<file path="src/rtl/sync_down_counter_tff_pkg.sv">
// Shared definitions for the toggle-flip-flop counter library.
package sync_down_counter_tff_pkg;

  localparam int unsigned CNT_WIDTH = 4;

  // Down counters come out of reset at the top of their range.
  function automatic int unsigned down_reset_value(input int unsigned modulus);
    return modulus - 1;
  endfunction

  // Parallel-load values beyond the top of the range saturate to it.
  function automatic int unsigned clamp_load(input int unsigned value,
                                             input int unsigned max_val);
    return (value > max_val) ? max_val : value;
  endfunction

endpackage

</file>
<file path="src/rtl/tff_load_cell.sv">
// One-bit T flip-flop with synchronous reset and a parallel-load path.
module tff_load_cell (
  input  logic clk,
  input  logic reset,
  input  logic rst_val,
  input  logic t,
  input  logic ld,
  input  logic ld_d,
  output logic q
);

  // Priority: reset, then load, then toggle.
  always_ff @(posedge clk) begin
    if (reset) begin
      q <= rst_val;
    end else if (ld) begin
      q <= ld_d;
    end else if (t) begin
      q <= ~q;
    end
  end

endmodule

</file>
<file path="src/rtl/sync_down_counter_tff.sv">
// Modulo-MODULUS down counter built from T flip-flop cells, with borrow
// output y for cascading, a registered zero flag and a clamped parallel load.
module sync_down_counter_tff
  import sync_down_counter_tff_pkg::*;
#(
  parameter int unsigned WIDTH   = CNT_WIDTH,
  parameter int unsigned MODULUS = 16
) (
  input  logic             clk,
  input  logic             reset,
  input  logic             en,
  input  logic             load,
  input  logic [WIDTH-1:0] d,
  output logic [WIDTH-1:0] q,
  output logic             y,
  output logic             zero
);

  localparam logic [WIDTH-1:0] RST_VAL = WIDTH'(down_reset_value(MODULUS));
  // A full-range modulus wraps for free through binary underflow.
  localparam bit NATURAL_WRAP = (64'(MODULUS) == (64'd1 << WIDTH));

  logic [WIDTH:0]   lower_zero;
  logic [WIDTH-1:0] t;
  logic [WIDTH-1:0] load_val;
  logic             ld;
  logic [WIDTH-1:0] ld_d;
  logic [WIDTH-1:0] q_nxt;

  // Bit i toggles once every lower bit is zero; lower_zero[WIDTH] is q == 0.
  always_comb begin
    lower_zero    = '0;
    t             = '0;
    lower_zero[0] = 1'b1;
    for (int i = 0; i < WIDTH; i++) begin
      t[i]            = en & lower_zero[i];
      lower_zero[i+1] = lower_zero[i] & ~q[i];
    end
  end

  assign y = en & lower_zero[WIDTH];

  // Load path carries either the clamped preset or the forced wrap value.
  always_comb begin
    load_val = WIDTH'(clamp_load(32'(d), MODULUS - 1));
    ld       = load;
    ld_d     = RST_VAL;
    if (load) begin
      ld_d = load_val;
    end else if (!NATURAL_WRAP && y) begin
      ld = 1'b1;
    end
  end

  for (genvar g = 0; g < WIDTH; g++) begin : g_cell
    tff_load_cell u_cell (
      .clk     (clk),
      .reset   (reset),
      .rst_val (RST_VAL[g]),
      .t       (t[g]),
      .ld      (ld),
      .ld_d    (ld_d[g]),
      .q       (q[g])
    );
  end

  // Mirror of the cells' next value so zero tracks q on the same edge.
  assign q_nxt = ld ? ld_d : (q ^ t);

  always_ff @(posedge clk) begin
    if (reset) begin
      zero <= (RST_VAL == '0);
    end else begin
      zero <= (q_nxt == '0);
    end
  end

endmodule
</file>
<file path="config.mk">
export PLATFORM = sky130hd
export DESIGN_NAME = sync_down_counter_tff
export DESIGN_NICKNAME = d
export VERILOG_FILES = /design/src/rtl/sync_down_counter_tff_pkg.sv /design/src/rtl/tff_load_cell.sv /design/src/rtl/sync_down_counter_tff.sv
export SDC_FILE = /design/constraint.sdc
export NUM_CORES = 1
export LEC_CHECK = 0
export BUFFER_PORTS_ARGS = -buffer_cell sky130_fd_sc_hd__clkbuf_2
export CELL_PAD_IN_SITES_DETAIL_PLACEMENT = 1
export CELL_PAD_IN_SITES_GLOBAL_PLACEMENT = 2
export CORE_AREA = 2 2 39 41
export DETAILED_ROUTE_END_ITERATION = 12
export DIE_AREA = 0 0 41 43
export PLACE_DENSITY = 0.74
export SLEW_MARGIN = 20
export SYNTH_ARGS = -nofsm -noshare
export SYNTH_HDL_FRONTEND = slang
export SYNTH_SLANG_ARGS = --single-unit
</file>
<file path="constraint.sdc">
create_clock -name clk -period 2.97 [get_ports clk]
set_clock_uncertainty 0.2 [all_clocks]
set_input_delay 0.297 -clock clk [delete_from_list [all_inputs] [get_ports clk]]
set_output_delay 0.297 -clock clk [all_outputs]
set_load 0.005 [all_outputs]
</file>
# Word-level counts from Yosys, hierarchy flattened
# Cells that the tools add are included.
dict set report totals {
  reg_bits 5
  in_bits 8
  out_inout_bits 6
}
dict set report op_classes {
  muxes 9
  bitwise_logic 12
  reduce_logical 5
}
# operator count
set ops {}
lappend ops {{$mux 1} 8}
lappend ops {{$reduce_bool 2->1} 4}
lappend ops {{$and 1x1->1} 7}
lappend ops {{$logic_not 4->1} 1}
lappend ops {{$mux 4} 1}
lappend ops {{$not 1->1} 4}
lappend ops {{$xor 4x4->4} 1}

# Longest topological paths before layout
dict set report depth {
  depth_word 7
  depth_mapped 5
  depth_no_buf 5
}

# By module
# From an unflattened synthesis, not the netlist that was laid out.
dict set report hier_totals {
  cells_unflattened 41
  area_unflattened_um2 381.6
}
# module instances cells_per_inst area_each_um2 seq_area_each_um2
set modules_own_cells {}
lappend modules_own_cells {tff_load_cell 4 6 61.3 30.0}
lappend modules_own_cells {sync_down_counter_tff 1 17 136.4 20.0}

# Least setup slack after synthesis
# OpenSTA, ideal clock, no wires.
dict set report synth_path {
  kind {reg2out}
  start {register g_cell[1].u_cell.q}
  end {output y}
  arrival_ns 0.825
  required_time_ns 2.473
  setup_slack_ns 1.648
  path_stages_with_launch 3
  cell_sequence {dfxtp_1 -> nor4b_2 -> nor2b_1}
}
dict set report synth_between {
  elab_chain_len 5
}
# element line
set synth_rtl {}
lappend synth_rtl {{start: declaration} tff_load_cell.sv:9} ;# output logic q
lappend synth_rtl {{start signal: assignment} tff_load_cell.sv:15} ;# q <= rst_val;
lappend synth_rtl {{start signal: assignment} tff_load_cell.sv:17} ;# q <= ld_d;
lappend synth_rtl {{start signal: assignment} tff_load_cell.sv:19} ;# q <= ~q;
lappend synth_rtl {{$not 1->1} sync_down_counter_tff.sv:37} ;# lower_zero[i+1] = lower_zero[i] & ~q[i];
lappend synth_rtl {{$and 1x1->1 (3 in series)} sync_down_counter_tff.sv:37}
lappend synth_rtl {{$and 1x1->1} sync_down_counter_tff.sv:41} ;# assign y = en & lower_zero[WIDTH];
lappend synth_rtl {{end: declaration} sync_down_counter_tff.sv:15} ;# output logic y,
# No other way between the ends.

# Final worst setup path
# Same ends and word-level chain as after synthesis.

==> impl_summary.md <==
Pwr
The relative contribution of the clock network to total power is 0.420. The share of total power consumed by net switching is 0.235. The design draws roughly 180 uW. The cell area power density is around 470 mW/mm^2. The power dissipated by switching net loads is 41.9 uW. The relative contribution of combinational cells to total power is 0.154. The internal power summed over all cells is approximately 140 uW. The share of total power dissipated in sequential elements is 0.426. VDD sags by at most ~0.10 mV. The leakage power is between 0.15 and 0.2 nW.

Floorplan
The initial core utilization is 0.216. The floorplan die width is 41 microns. The number of I/O pins is 14.

The die outline area is 0.00176 sq mm. The core region is between 0.001 and 0.0015 sq mm. The placement row count is 14. The die boundary height is 43 microns.

GRT
The wire length of the first global-routing pass is ~1000 microns. The initial antenna violation count is 0. The via count of the first global-routing pass is about 270. The fraction of met1 tracks used by global routing is 0.113.

The pin count of the biggest net entering global routing is 6. In the global route stage, met3 resource usage came out at 0. The most utilized layer in the global route result is met2. Global routing finished with a remaining overflow of 0. The met2 track demand over resource is 0.119. In the global route stage, overall resource usage came out at 0.0853.

Timing
The worst slew margin relative to its limit is 0.822. The final count of hold timing violations is 0. The final-layout worst hold slack is ~0.085 ns. Setup repair after global routing left no endpoint under its margin. The number of setup violations in the final report is 0. At the pin with the least slew margin, the transition time is between 0.2 and 0.3 ns. The final setup slack of the worst path is between 1 and 1.5 ns. Counting I/O delays and the setup requirement, the final critical path takes ~1.7 ns. The max-slew violation count is 0.

After routing, the total negative slack on setup checks comes to 0 ns. Static timing analysis puts the maximum clock frequency at about 590 MHz. In the finished design, the share of the clock period the worst path needs comes to 0.571.

Layout
The number of fill cells is between 150 and 200. The net total in the final layout is 56. Of the cells placed in the final design, the portion with a size suffix greater than 1 is 0.413.

0 antenna diodes ended up in the layout. Relative to the synthesized area, the layout overhead comes to 27.2%.

Worst setup path
In this run the critical register-to-register path is launched from g_cell[0].u_cell.q$_SDFFE_PP1P_. The classification of the worst setup path is reg -> out. For the worst flop-to-flop path, the logic depth is 5. In this run the worst path has a maximum fanout of 4. The worst setup path startpoint is g_cell[1].u_cell.q$_SDFFE_PP1P_. The worst setup path is captured at a primary output. Data arrives at the worst endpoint at between 1 and 1.5 ns. The required time of the critical path is between 2 and 2.5 ns. STA classifies the critical path startpoint as a register.

Synthesis
The post-synthesis instance total is 33. The cell area after technology mapping is approximately 300 sq um. Counting flops and latches in the post-synthesis netlist gives 5.

A synthesized cell averages 9.06 sq um. The netlist uses 17 different library cells. The sequential element share of the synthesized area is 0.335. The number of nets produced by synthesis is 42.

For this run, the number of Yosys warnings is 0.

Drt
The number of DRC markers after the initial detailed-route iteration is 1. The routed wire length per instance is approximately 9.4 microns. The count of TritonRoute iterations in the first routing pass is 2.

The number of vias per cell after detailed routing is 4.03. The number of routed nets with antenna violations is 0. For this block, the via count after detailed routing is between 200 and 300.

The residual DRC count is 0. The post-detailed-routing wire length is slightly below 600 microns.

Placement
The pre-CTS setup slack is 1.50 ns. Input and output buffers added on the ports amount to 13. The final weighted congestion in routability-driven placement is approximately 0.77. The wire-length estimate of the detail-placed layout is roughly 500 microns.

CTS
The CTS H-tree depth is 1. Gates resized during post-CTS repair numbered 0. For the worst-skew pair, the clock arrives at the later sink with an insertion delay of between 0.2 and 0.25 ns.

Hold repair after CTS inserted 0 buffers. The clock sink total is 5. The clock passes through at most 2 buffers. The root buffer selected by CTS is sky130_fd_sc_hd__clkbuf_4.

Clock tree synthesis inserted a total of 3 buffers. The clock-pin slew of the registers on the worst-case setup and hold paths is 0.04 ns. The clock tree from TritonCTS is yes. The number of buffers inserted to repair setup after CTS is 0.

Flow run
The number of max-cap violations is 0.

Worst hold path
The critical hold path startpoint is reset. The worst hold path was traced through 2 stages. The class of the tightest hold or removal check is in -> reg.

Status
The flow ran to the end, and the final reports show no timing, DRC or antenna violations.
-- synthesized netlist by cell type --
library cell	instances	area [sq um]
sky130_fd_sc_hd__buf_4	4	30.0
sky130_fd_sc_hd__ha_1	1	12.5
sky130_fd_sc_hd__nand4_1	1	6.26
sky130_fd_sc_hd__nor2b_1	1	6.26
sky130_fd_sc_hd__o21ai_0	1	5.00
sky130_fd_sc_hd__o21ai_2	1	8.76
sky130_fd_sc_hd__inv_1	2	7.51
sky130_fd_sc_hd__xnor2_1	4	35.0
sky130_fd_sc_hd__nor3b_1	1	7.51
sky130_fd_sc_hd__nand2_1	3	11.3
sky130_fd_sc_hd__nor4b_2	1	15.0
sky130_fd_sc_hd__nand2b_1	3	18.8
sky130_fd_sc_hd__a21oi_2	1	8.76
sky130_fd_sc_hd__a21oi_1	1	5.00
sky130_fd_sc_hd__dfxtp_1	5	100
sky130_fd_sc_hd__or3_1	1	6.26
sky130_fd_sc_hd__a21o_1	2	15.0
-- kinds of logic (layout without fill, tap and decap cells) --
group | count (synthesis) | count (layout) | share of synthesized area
simple gates | 11 | 11 | 0.239
compound gates | 6 | 6 | 0.142
buf+inv | 6 | 19 | 0.126
flops | 5 | 5 | 0.335
xor+xnor | 4 | 4 | 0.117
fa+ha+maj | 1 | 1 | 0.0418
-- routing by layer --
metal / wire [microns] / share of wire / vias to the layer above
met5: 0 / 0 / -
met4: 0 / 0 / 0
met3: 23 / 0.040 / 0
met2: 287 / 0.49 / 7
met1: 271 / 0.47 / 112
li1: - / - / 131
-- flip-flops by register name (all words and copies together) (netlist names) --
name / cells
g_cell.u_cell.q: 4
zero: 1
-- stage by stage --
step | cells | util | area [sq um]
after floorplan | 33 | - | 299
after global placement | 58 | 0.256 | 354
after detailed placement | 58 | 0.256 | 354
after CTS | 62 | 0.275 | 380
after global routing | 62 | 0.275 | 380
final | 62 | 0.275 | 380
-- layout by cell type (no fill, tap or decap) --
cell type | Yosys | final
sky130_fd_sc_hd__or3_1 | 1 | 1
sky130_fd_sc_hd__nor3b_1 | 1 | 1
sky130_fd_sc_hd__a21o_1 | 2 | 2
sky130_fd_sc_hd__xnor2_1 | 4 | 4
sky130_fd_sc_hd__ha_1 | 1 | 1
sky130_fd_sc_hd__nand2b_1 | 3 | 3
sky130_fd_sc_hd__clkbuf_1 | 0 | 1
sky130_fd_sc_hd__clkbuf_2 | 0 | 13
sky130_fd_sc_hd__nor2b_1 | 1 | 1
sky130_fd_sc_hd__nand4_1 | 1 | 1
sky130_fd_sc_hd__clkbuf_4 | 0 | 3
sky130_fd_sc_hd__nand2_1 | 3 | 3
sky130_fd_sc_hd__inv_1 | 2 | 2
sky130_fd_sc_hd__a21oi_2 | 1 | 1
sky130_fd_sc_hd__a21oi_1 | 1 | 1
sky130_fd_sc_hd__nor4b_2 | 1 | 1
sky130_fd_sc_hd__o21ai_2 | 1 | 1
sky130_fd_sc_hd__dfxtp_1 | 5 | 5
sky130_fd_sc_hd__o21ai_0 | 1 | 1
-- final timing paths --
path	endpoint	slack, ns
worst max-delay path	y	1.27
worst min-delay path	g_cell[2].u_cell.q$_SDFFE_PP1P_	0.09
worst max register to register	g_cell[1].u_cell.q$_SDFFE_PP1P_	1.53
worst min register to register	g_cell[3].u_cell.q$_SDFFE_PP1P_	0.45
-- final cells by class --
class | count | area (sq um) | share of cell area
multi-input combinational | 22 | 161 | 0.424
sequential | 5 | 100 | 0.263
timing repair buffer | 13 | 65.1 | 0.171
clock buffer | 4 | 26.3 | 0.0691
tap | 16 | 20.0 | 0.0526
inverter | 2 | 7.51 | 0.0197
-- power groups by stage --
stage	combinational (mW)	sequential [mW]	clock, mW
3_3_place_gp	0.0279	0.0773	0
6_report	0.0274	0.0761	0.0750
3_5_place_dp	0.0278	0.0775	0
4_1_cts	0.0281	0.0763	0.0798
2_1_floorplan	0.0201	0.0765	0
5_1_grt	0.0324	0.0766	0.0858
-- critical path: stages, from the launching register on --
cell and delay, ns:
sky130_fd_sc_hd__dfxtp_1 0.34, sky130_fd_sc_hd__nor4b_2 0.34, sky130_fd_sc_hd__nor2b_1 0.17, sky130_fd_sc_hd__clkbuf_2 0.12
Note: power is estimated with default switching activity, not from simulation.
